$ cat src/rtl/ldst_ctrl_pkg.sv
// Load/store sequencer state encoding and block-move constants.
package ldst_ctrl_pkg;
   typedef enum logic [1:0] {
      LdstIdle  = 2'd0,
      LdstIssue = 2'd1,
      LdstWait  = 2'd2
   } ldst_state_e;

   localparam int LDST_BLOCK_STRIDE = 4;
endpackage

$ cat src/rtl/pkg_cpu.sv
// CPU-wide shared types used by the memory-facing units.
package pkg_cpu;
   typedef enum logic [1:0] {
      ReqDataSz32 = 2'd0,
      ReqDataSz16 = 2'd1,
      ReqDataSz8  = 2'd2
   } req_data_sz_e;
endpackage

$ cat src/rtl/ldst_ctrl_lane_align.sv
// Byte-lane logic: enables, store replication, load lane extract and extend.
module ldst_lane_align
   import pkg_cpu::*;
(
   input  logic [1:0]  i_size,
   input  logic        i_signed,
   input  logic [1:0]  i_addr_lo,
   input  logic [31:0] i_store_data,
   input  logic [31:0] i_rdata,
   output logic [3:0]  o_be,
   output logic [31:0] o_wdata,
   output logic [31:0] o_load_data
);
   logic [7:0]  w_byte;
   logic [15:0] w_half;

   always_comb begin
      w_byte = i_rdata[7:0];
      case (i_addr_lo)
         2'd1:    w_byte = i_rdata[15:8];
         2'd2:    w_byte = i_rdata[23:16];
         2'd3:    w_byte = i_rdata[31:24];
         default: w_byte = i_rdata[7:0];
      endcase
      w_half = i_addr_lo[1] ? i_rdata[31:16] : i_rdata[15:0];

      // Size code 3 falls through to full-word behaviour.
      o_be        = 4'hF;
      o_wdata     = i_store_data;
      o_load_data = i_rdata;
      case (i_size)
         ReqDataSz16: begin
            o_be        = i_addr_lo[1] ? 4'b1100 : 4'b0011;
            o_wdata     = {2{i_store_data[15:0]}};
            o_load_data = {{16{i_signed & w_half[15]}}, w_half};
         end
         ReqDataSz8: begin
            o_be        = 4'b0001 << i_addr_lo;
            o_wdata     = {4{i_store_data[7:0]}};
            o_load_data = {{24{i_signed & w_byte[7]}}, w_byte};
         end
         default: ;
      endcase
   end
endmodule

$ cat src/rtl/ldst_ctrl.sv
// Load/store sequencer: one memory request at a time, single ops and 1-4 beat block moves.
module ldst_ctrl
   import pkg_cpu::*;
   import ldst_ctrl_pkg::*;
#(
   parameter int ADDR_WIDTH     = 32,
   parameter int DATA_WIDTH     = 32,
   parameter int REG_IDX_WIDTH  = 4,
   parameter int NUM_REGS_WIDTH = 2
) (
   input  logic                      clk,
   input  logic                      rst,
   input  logic                      start_valid,
   output logic                      start_ready,
   input  logic                      op_is_store,
   input  logic                      op_is_block,
   input  logic [1:0]                req_data_size,
   input  logic                      req_signed,
   input  logic [ADDR_WIDTH-1:0]     base_addr,
   input  logic [DATA_WIDTH-1:0]     store_data,
   input  logic [REG_IDX_WIDTH-1:0]  first_reg,
   input  logic [NUM_REGS_WIDTH-1:0] num_regs_m1,
   output logic [REG_IDX_WIDTH-1:0]  rf_rd_idx,
   input  logic [DATA_WIDTH-1:0]     rf_rd_data,
   output logic                      rf_wr_en,
   output logic [REG_IDX_WIDTH-1:0]  rf_wr_idx,
   output logic [DATA_WIDTH-1:0]     rf_wr_data,
   output logic                      mem_req_valid,
   input  logic                      mem_req_ready,
   output logic [ADDR_WIDTH-1:0]     mem_req_addr,
   output logic                      mem_req_we,
   output logic [3:0]                mem_req_be,
   output logic [DATA_WIDTH-1:0]     mem_req_wdata,
   input  logic                      mem_rsp_valid,
   input  logic [DATA_WIDTH-1:0]     mem_rsp_rdata,
   output logic                      busy,
   output logic                      done,
   output logic [1:0]                dbg_state
);
   ldst_state_e               r_state;
   logic [ADDR_WIDTH-1:0]     r_addr;
   logic                      r_we;
   logic                      r_block;
   logic                      r_signed;
   logic [1:0]                r_size;
   logic [DATA_WIDTH-1:0]     r_store_data;
   logic [REG_IDX_WIDTH-1:0]  r_reg_idx;
   logic [NUM_REGS_WIDTH-1:0] r_beats_left;
   logic                      r_req_valid;
   logic                      r_rf_wr_en;
   logic [REG_IDX_WIDTH-1:0]  r_rf_wr_idx;
   logic [DATA_WIDTH-1:0]     r_rf_wr_data;
   logic                      r_done;

   logic [3:0]                w_be;
   logic [DATA_WIDTH-1:0]     w_wdata;
   logic [DATA_WIDTH-1:0]     w_load_data;

   ldst_lane_align u_lane (
      .i_size       (r_size),
      .i_signed     (r_signed),
      .i_addr_lo    (r_addr[1:0]),
      .i_store_data (r_store_data),
      .i_rdata      (mem_rsp_rdata),
      .o_be         (w_be),
      .o_wdata      (w_wdata),
      .o_load_data  (w_load_data)
   );

   always_ff @(posedge clk or posedge rst) begin
      if (rst) begin
         r_state      <= LdstIdle;
         r_addr       <= '0;
         r_we         <= 1'b0;
         r_block      <= 1'b0;
         r_signed     <= 1'b0;
         r_size       <= '0;
         r_store_data <= '0;
         r_reg_idx    <= '0;
         r_beats_left <= '0;
         r_req_valid  <= 1'b0;
         r_rf_wr_en   <= 1'b0;
         r_rf_wr_idx  <= '0;
         r_rf_wr_data <= '0;
         r_done       <= 1'b0;
      end else begin
         r_done     <= 1'b0;
         r_rf_wr_en <= 1'b0;
         case (r_state)
            LdstIdle: begin
               if (start_valid) begin
                  r_addr       <= base_addr;
                  r_we         <= op_is_store;
                  r_block      <= op_is_block;
                  r_signed     <= req_signed;
                  r_size       <= op_is_block ? ReqDataSz32 : req_data_size;
                  r_store_data <= store_data;
                  r_reg_idx    <= first_reg;
                  r_beats_left <= op_is_block ? num_regs_m1 : '0;
                  r_req_valid  <= 1'b1;
                  r_state      <= LdstIssue;
               end
            end
            LdstIssue: begin
               if (mem_req_ready) begin
                  r_req_valid <= 1'b0;
                  r_state     <= LdstWait;
               end
            end
            LdstWait: begin
               if (mem_rsp_valid) begin
                  if (!r_we) begin
                     r_rf_wr_en   <= 1'b1;
                     r_rf_wr_idx  <= r_reg_idx;
                     r_rf_wr_data <= w_load_data;
                  end
                  if (r_beats_left == '0) begin
                     r_done  <= 1'b1;
                     r_state <= LdstIdle;
                  end else begin
                     // Address and register index both wrap naturally at their widths.
                     r_addr       <= r_addr + ADDR_WIDTH'(LDST_BLOCK_STRIDE);
                     r_reg_idx    <= r_reg_idx + 1'b1;
                     r_beats_left <= r_beats_left - 1'b1;
                     r_req_valid  <= 1'b1;
                     r_state      <= LdstIssue;
                  end
               end
            end
            default: r_state <= LdstIdle;
         endcase
      end
   end

   // Request stays fixed from valid rising until the ready handshake; no retraction.
   assign start_ready   = (r_state == LdstIdle);
   assign busy          = (r_state != LdstIdle);
   assign done          = r_done;
   assign dbg_state     = r_state;
   assign rf_rd_idx     = r_reg_idx;
   assign rf_wr_en      = r_rf_wr_en;
   assign rf_wr_idx     = r_rf_wr_idx;
   assign rf_wr_data    = r_rf_wr_data;
   assign mem_req_valid = r_req_valid;
   assign mem_req_addr  = r_addr;
   assign mem_req_we    = r_req_valid & r_we;
   assign mem_req_be    = r_req_valid ? w_be : 4'h0;
   assign mem_req_wdata = !r_req_valid ? '0 : (r_block ? rf_rd_data : w_wdata);
endmodule

$ cat config.mk
export PLATFORM = sky130hd
export DESIGN_NAME = ldst_ctrl
export DESIGN_NICKNAME = d
export VERILOG_FILES = /design/src/rtl/ldst_ctrl_pkg.sv /design/src/rtl/pkg_cpu.sv /design/src/rtl/ldst_ctrl_lane_align.sv /design/src/rtl/ldst_ctrl.sv
export SDC_FILE = /design/constraint.sdc
export NUM_CORES = 1
export LEC_CHECK = 0
export CAP_MARGIN = 30
export CORE_MARGIN = 8
export CORE_UTILIZATION = 49
export DETAILED_ROUTE_END_ITERATION = 12
export HOLD_SLACK_MARGIN = 0.15
export PLACE_DENSITY = 0.91
export SETUP_SLACK_MARGIN = 0.3
export SYNTH_ARGS = -nofsm -noshare
export SYNTH_HDL_FRONTEND = slang
export SYNTH_SLANG_ARGS = --single-unit
export TNS_END_PERCENT = 50
$ cat constraint.sdc
create_clock -name clk -period 10.4 [get_ports clk]
set_clock_uncertainty 0.05 [all_clocks]
set_input_delay 2.08 -clock clk [delete_from_list [all_inputs] [get_ports clk]]
set_output_delay 2.08 -clock clk [all_outputs]
set_load 0.02 [all_outputs]
==> results.md, run 1 <==
* Seq cells post-synth at between 100 and 150
* Internal power at around 0.0020 W
* Status: finished, final reports clean
* Min-Delay Path Class: reg -> reg
* Sw Pwr at approximately 0.0016 W
* Final Cycle Share at 0.537
* Mux contribution to synthesized area at 0.0295
* Synth top area cells: dfrtp_1 42%, nand2_1 11%, a21oi_1 4.8%
* Cell Area, Synth at 6870 µm²
* CP top delay family: buffers and inverters
* Worst stage delay on the critical path at about 0.66 ns
* TNS Setup at 0 ns
* Ys flop type: dfrtp_1
* Clk Latency, worst-skew pair at between 0.4 and 0.5 ns
* Simple-gate share of the synthesized area at 0.311
* Endpoints failing setup at 0
* DR vias at between 7,000 and 8,000
* H-tree lvl count at 4
* Post-synth top cells: 194 x nand2_1, 116 x dfrtp_1, 66 x a21oi_1
* WL/cell at 19.5 µm
* Synth area leader: dfrtp_1
* First DRT Iteration DRCs at 730
* CTS sink count at between 100 and 150
* F_max at 179 MHz
* Synth Area in Adders at 0.00911
* Via density at slightly below 6
* Share of the synthesized area in the top cell type at 0.423
* First-pass detailed-route iteration total at 5
* PwrDens at 358 nW/µm²
* Buf+Inv Stages, Crit Path at 2
* Residual DRC count at 0
* Finished Cell Area at roughly 10,000 µm²
* Hold buffers post-CTS at 0
* Post-route total power at between 0.003 and 0.004 W
* FFs w/ async S/R, synth at 1.00
* Worst-path fanout max at 1
* Relative slew slack at 0.353
* Gr usage total at 0.273
* Cts bufs inserted at 17
* Post-DP Area at ~9600 µm²
* Required @ worst endpoint at between 8 and 9 ns
* Max VDD drop at 211 µV
* Share of power burned in the clock network at 0.181
* Register area share after synthesis at 0.423
* Sw Ratio at 0.443
* YS warnings at 0
* Post-synth EDFFs at 0
* Leak at ~4.3 nW
* Die height at 134 µm
* DP HPWL at 17,800 µm
* Final min period at around 5.6 ns
* Fraction of layout cells with a size suffix above 1 at 0.0639
* Max-slew violation count at 0
* Max Cap Viol at 0
* Reg2reg setup slack at roughly 8.0 ns
* # IOs at 260
* Critical path class: in -> out
* Total Wirelength at roughly 25,000 µm
* IO buf count at between 200 and 300
* Syn nets at about 1,000
* Initial antenna violation count at 0
* Critical path capture point type: output pin
* Vias in the first global route at ~7,300
* Antenna cells at 0
* Clock transition at the registers of the reported paths at roughly 0.05 ns
* Worst-Margin Slew at about 0.97 ns
* Post-CTS Resized at 0
* Type of origin of the critical path: input port
* Post-CTS Setup Repair Bufs at 0
* Core ar. at roughly 14,000 µm²
* Largest net degree at the start of global routing at 87
* Final Hold Fails at 0
* Initial Util at 0.499
* Num rows at 43
* Mapped Cells at ~860
* Xor and xnor area share after synthesis at 0
* Arrival time at the worst endpoint at approximately 3.5 ns
* Post-synth cell types at just under 60
* Most frequent CP cell: clkdlybuf4s50_1
* Sequential share of power at 0.246
* Root buf cell: clkbuf_16
* Final GP Congestion at approximately 0.91
* Crit-path cells: clkdlybuf4s50_1 -> a21oi_1 -> nor2b_1 -> clkdlybuf4s50_1
* Post-synthesis compound-gate area fraction at 0.182
* Die width at between 100 and 150 µm
* Grt total ovfl at 0
* Mean Syn Cell Area at 8.01 µm²
* Largest family of logic cells by synthesized area: simple AND/OR/NAND/NOR gates
* Most common cell in the netlist: nand2_1
* Antenna-violating nets left at 0
* Clk buf depth at 2
* Slowest cell on crit path: clkdlybuf4s50_1
* Comb pwr share at 0.573
* CTS tree: built
* Synth-to-Final Area Change at 49.4%
* First-pass GRT wire length at a little under 40,000 µm
* Nets at approximately 1,200
* Die area at 18,100 µm²
* Unrepaired setup endpoints after global routing: no
[worst min-delay path, delay by kind of cell, from the launching register on]
family	cells	cell delay [ns]
flops	1	0.34
simple gates	2	0.10
[cell type report]
cell class,instances,area [µm²]
clock inverters,10,203
well taps,180,225
clock buffers,21,460
repair buffers,272,2740
multi-input cells,660,3670
inverters,16,62.6
fillers,1038,3510
flip-flops and latches,116,2900
[cell usage in the layout, fill, tap and decap left out, types with 15 or more instances in the layout]
master and instances:
clkdlybuf4s50_1 259, nand2_1 194, dfrtp_1 116, a21oi_1 66
nand3_1 55, o21ai_0 44, nor2b_1 44, nor2_1 30
nor3_1 29, clkbuf_16 17, nand2b_1 15
[per-layer routing]
metal	wire length (µm)	global-route usage	share of wire	vias up
met3	2030	0.0576	0.081	70
met1	9700	0.333	0.39	3655
li1	-	-	-	3493
met2	12100	0.444	0.49	375
met4	1020	0.148	0.041	0
met5	0	0	0	-
[sequential cells by signal, summed over array words and instances (netlist names)]
register,count
r_beats_left,2
rf_wr_data,32
mem_req_valid,1
r_store_data,32
r_we,1
r_signed,1
done,1
r_block,1
rf_wr_idx,4
rf_rd_idx,4
mem_req_addr,32
dbg_state,2
rf_wr_en,1
r_size,2
[kinds of logic (layout without fill, tap and decap cells)]
group | after synthesis | after routing
AND/OR/NAND/NOR | 439 | 439
AO/OA/AOI/OAI | 198 | 198
flip-flops | 116 | 116
buffers and inverters | 82 | 319
multiplexers | 18 | 18
adder cells (fa/ha/maj) | 5 | 5
[path summary, 6_finish.rpt]
path | from | to | depth (start not counted)
worst max-delay path | rf_rd_data[13] | mem_req_wdata[13] | 4
max in group asynchronous | rst | dbg_state[1]$_DFFE_PP0P_ | 3
worst min register to register | r_store_data[18]$_DFFE_PP0P_ | r_store_data[18]$_DFFE_PP0P_ | 2
worst min-delay path | r_store_data[18]$_DFFE_PP0P_ | r_store_data[18]$_DFFE_PP0P_ | 2
min in group asynchronous | rst | rf_wr_en$_DFF_PP0_ | 2
worst max register to register | dbg_state[0]$_DFFE_PP0P_ | mem_req_addr[20]$_DFFE_PP0P_ | 5
[stage by stage]
step | worst slack [ns] | hold slack [ns] | util | std cells
2_1_floorplan | 5.20 | 0.396 | - | 858
3_3_place_gp | 4.88 | 0.409 | 0.692 | 1241
3_5_place_dp | 4.83 | 0.413 | 0.695 | 1243
4_1_cts | 4.83 | 0.428 | 0.743 | 1274
5_1_grt | 4.79 | 0.450 | 0.745 | 1275
6_report | 4.82 | 0.427 | 0.745 | 1275
[power by group through the flow]
stage	combinational, W	clock, W	sequential [W]
6_report	0.00210	0.000664	0.000903
5_1_grt	0.00226	0.000692	0.000936
4_1_cts	0.00210	0.000671	0.000898
3_5_place_dp	0.00207	0	0.000900
3_3_place_gp	0.00200	0	0.000903
2_1_floorplan	0.00109	0	0.00101
Power figures use the tool's default switching activity.
==> inputs of run 2 (changes only) <==
--- a/config.mk
+++ b/config.mk
@@ -7,10 +7,10 @@
 export LEC_CHECK = 0
 export CAP_MARGIN = 30
 export CORE_MARGIN = 8
-export CORE_UTILIZATION = 49
+export CORE_UTILIZATION = 45
 export DETAILED_ROUTE_END_ITERATION = 12
 export HOLD_SLACK_MARGIN = 0.15
-export PLACE_DENSITY = 0.91
+export PLACE_DENSITY = 0.85
 export SETUP_SLACK_MARGIN = 0.3
 export SYNTH_ARGS = -nofsm -noshare
 export SYNTH_HDL_FRONTEND = slang
==> constraint.sdc (replaced) <==
create_clock -name clk -period 5.41 [get_ports clk]
set_clock_uncertainty 0.05 [all_clocks]
set_input_delay 1.082 -clock clk [delete_from_list [all_inputs] [get_ports clk]]
set_output_delay 1.082 -clock clk [all_outputs]
set_load 0.02 [all_outputs]
==> run 2 against run 1 <==
  * Worst hold slack got worse by 0.0010 ns
  * Design area fell by 1.2%
  * Register-to-register slack got worse by 5.7 ns
  * Sequential power rose by 97%
  * Final cell count rose by 0.39%
  * Sequential share of layout area rose by 0.35 points
  * Highest routed layer unchanged
==> results.md, run 2 (synthesis results as in run 1) <==
* Post-CTS Setup Repair Bufs at 0 (unchanged)
* Worst-path fanout max at 49 (+48)
* Endpoints failing setup at 0 (unchanged)
* F_max at 243 MHz
* Largest net degree at the start of global routing at 70 (-20%)
* Clock transition at the registers of the reported paths at 0.05 ns (about the same)
* Relative slew slack at 0.297 (-0.0552)
* Register-to-Register Path Depth at 4 (-1)
* Reg2reg setup slack at 2.25 ns (-5.74 ns)
* Commonest non-fill, non-tap cell in the layout: clkdlybuf4s50_1
* Die height at 140 µm (+3.8%)
* Worst r2r dst: mem_req_addr[20]$_DFFE_PP0P_
* Hold buffers post-CTS at 0 (unchanged)
* Initial Util at 0.455 (-0.0435)
* Hold path startpoint: r_store_data[16]$_DFFE_PP0P_
* Nets at 1,231 (-0.081%)
* Num rows at 45 (+4.7%)
* Min-Delay Path Class: reg -> reg
* Die width at 140 µm (+3.8%)
* Final GP Congestion at 0.863 (-4.9%)
* WHS Endpoint: r_store_data[16]$_DFFE_PP0P_
* Max VDD drop at 482 µV (+130%)
* Final Hold Fails at 0 (unchanged)
* Initial antenna violation count at 0 (unchanged)
* Required @ worst endpoint at 4.28 ns (-3.99 ns)
* Leak at 4.29 nW (-1.3%)
* Final Cycle Share at 0.761
* Fraction of layout cells with a size suffix above 1 at 0.0614 (-0.00257)
* WL/cell at 19.6 µm (+0.14%)
* Residual DRC count at 0 (unchanged)
* Cts bufs inserted at 17 (unchanged)
* Critical path capture point type: output pin
* Max Cap Viol at 0 (unchanged)
* Grt total ovfl at 0 (unchanged)
* WHS Path Cells at 2 (unchanged)
* R2R Path Start: dbg_state[0]$_DFFE_PP0P_
* Clk Latency, worst-skew pair at 0.42 ns (about the same)
* Unrepaired setup endpoints after global routing: no
* Root buf cell: clkbuf_16
* Final min period at roughly 4 ns
* Status: finished, final reports clean
* Antenna-violating nets left at 0 (unchanged)
* PnR worst setup slack at 1.29 ns (-3.53 ns)
* Total Wirelength at 25,000 µm (+0.53%)
* First DRT Iteration DRCs at 724 (-0.82%)
* PwrDens at 671 nW/µm² (+88%)
* H-tree lvl count at 4 (unchanged)
* Via density at 5.80 (-2.6%)
* First-pass detailed-route iteration total at 5 (unchanged)
* Setup WS pre-CTS at 1.48 ns (-3.35 ns)
* Antenna cells at 0 (unchanged)
* Max-slew violation count at 0 (unchanged)
* Vias in the first global route at 7,257 (-1.2%)
* # IOs at 260 (unchanged)
* CTS sink count at 116 (unchanged)
* Core ar. at 15,100 µm² (+9.6%)
* Synth-to-Final Area Change at 47.5%
* TNS Setup at 0 ns (unchanged)
* Clk buf depth at 2 (unchanged)
* CTS tree: built
* First-pass GRT wire length at 39,900 µm (+1.9%)
* Gr usage total at 0.255 (-0.0180)
* Post-CTS Resized at 0 (unchanged)
* Type of origin of the critical path: flop
* Critical path class: reg -> out
* Die area at 19,500 µm² (+7.8%)
* Start point of the critical path: r_size[0]$_DFFE_PP0P_
* DP HPWL at 18,000 µm (+0.92%)
* Arrival time at the worst endpoint at 2.99 ns (-0.46 ns)
* Fill cells at 1,249 (+20%)
* Most frequent cells in the layout: 259 x clkdlybuf4s50_1, 194 x nand2_1, 116 x dfrtp_1
* Worst-Margin Slew at 1.05 ns (+0.0802 ns)
* IO buf count at 259 (unchanged)
* DR vias at 7,425 (-2.2%)
==> run 2: cell count changes in the layout (fill, tap and decap cells not counted) <==
cell	delta
clkbuf_1	+1
clkinvlp_4	-1
buf_4	-1
nand2b_1	-1
nand2b_2	+1
bufinv_16	-5
clkbuf_8	+1
clkinv_2	+2
==> run 2: stage by stage <==
stage	power [W]	util	instances	area [µm²]	hold slack, ns
2_1_floorplan	0.00403	-	858	6870	0.396
3_3_place_gp	0.00561	0.632	1248	9530	0.411
3_5_place_dp	0.00575	0.636	1251	9600	0.412
4_1_cts	0.00681	0.672	1280	10100	0.425
5_1_grt	0.00723	0.672	1280	10100	0.445
6_report	0.00680	0.672	1280	10100	0.426
==> run 2: layout make-up <==
type | count | area, µm² | area share
inverters | 16 | 62.6 | 0.00617
clock inverters | 6 | 55.1 | 0.00543
clock buffers | 23 | 478 | 0.0472
repair buffers | 271 | 2730 | 0.269
flip-flops and latches | 116 | 2900 | 0.286
well taps | 188 | 235 | 0.0232
multi-input cells | 660 | 3670 | 0.362
==> run 2: worst max-delay path by stage <==
stage	cells past startpoint	end	slack (ns)
floorplan	1	dbg_state[0]$_DFFE_PP0P_	1.21
global placement	5	mem_req_addr[26]$_DFFE_PP0P_	1.58
detailed placement	5	mem_req_addr[20]$_DFFE_PP0P_	1.48
CTS	7	mem_req_wdata[29]	1.26
global route	7	mem_req_wdata[29]	1.12
finish	7	mem_req_wdata[29]	1.29
==> run 2: power breakdown <==
group	switching, W	total [W]	internal, W
clock	0.000379	0.00103	0.000654
combinational	0.00223	0.00399	0.00177
sequential	0.000491	0.00178	0.00128
==> run 2: routing by layer <==
metal	wire [µm]	GRT usage
met5	0	0
met1	10500	0.329
met3	1890	0.0527
met2	12200	0.422
met4	450	0.0829
==> run 2: critical path, stage by stage, from the launching register on <==
cell,delay [ns]
dfrtp_1,0.34
inv_1,0.07
ha_2,0.84
a221oi_1,0.17
nor3_1,0.28
a21oi_1,0.06
nor2b_1,0.17
clkdlybuf4s50_1,0.63
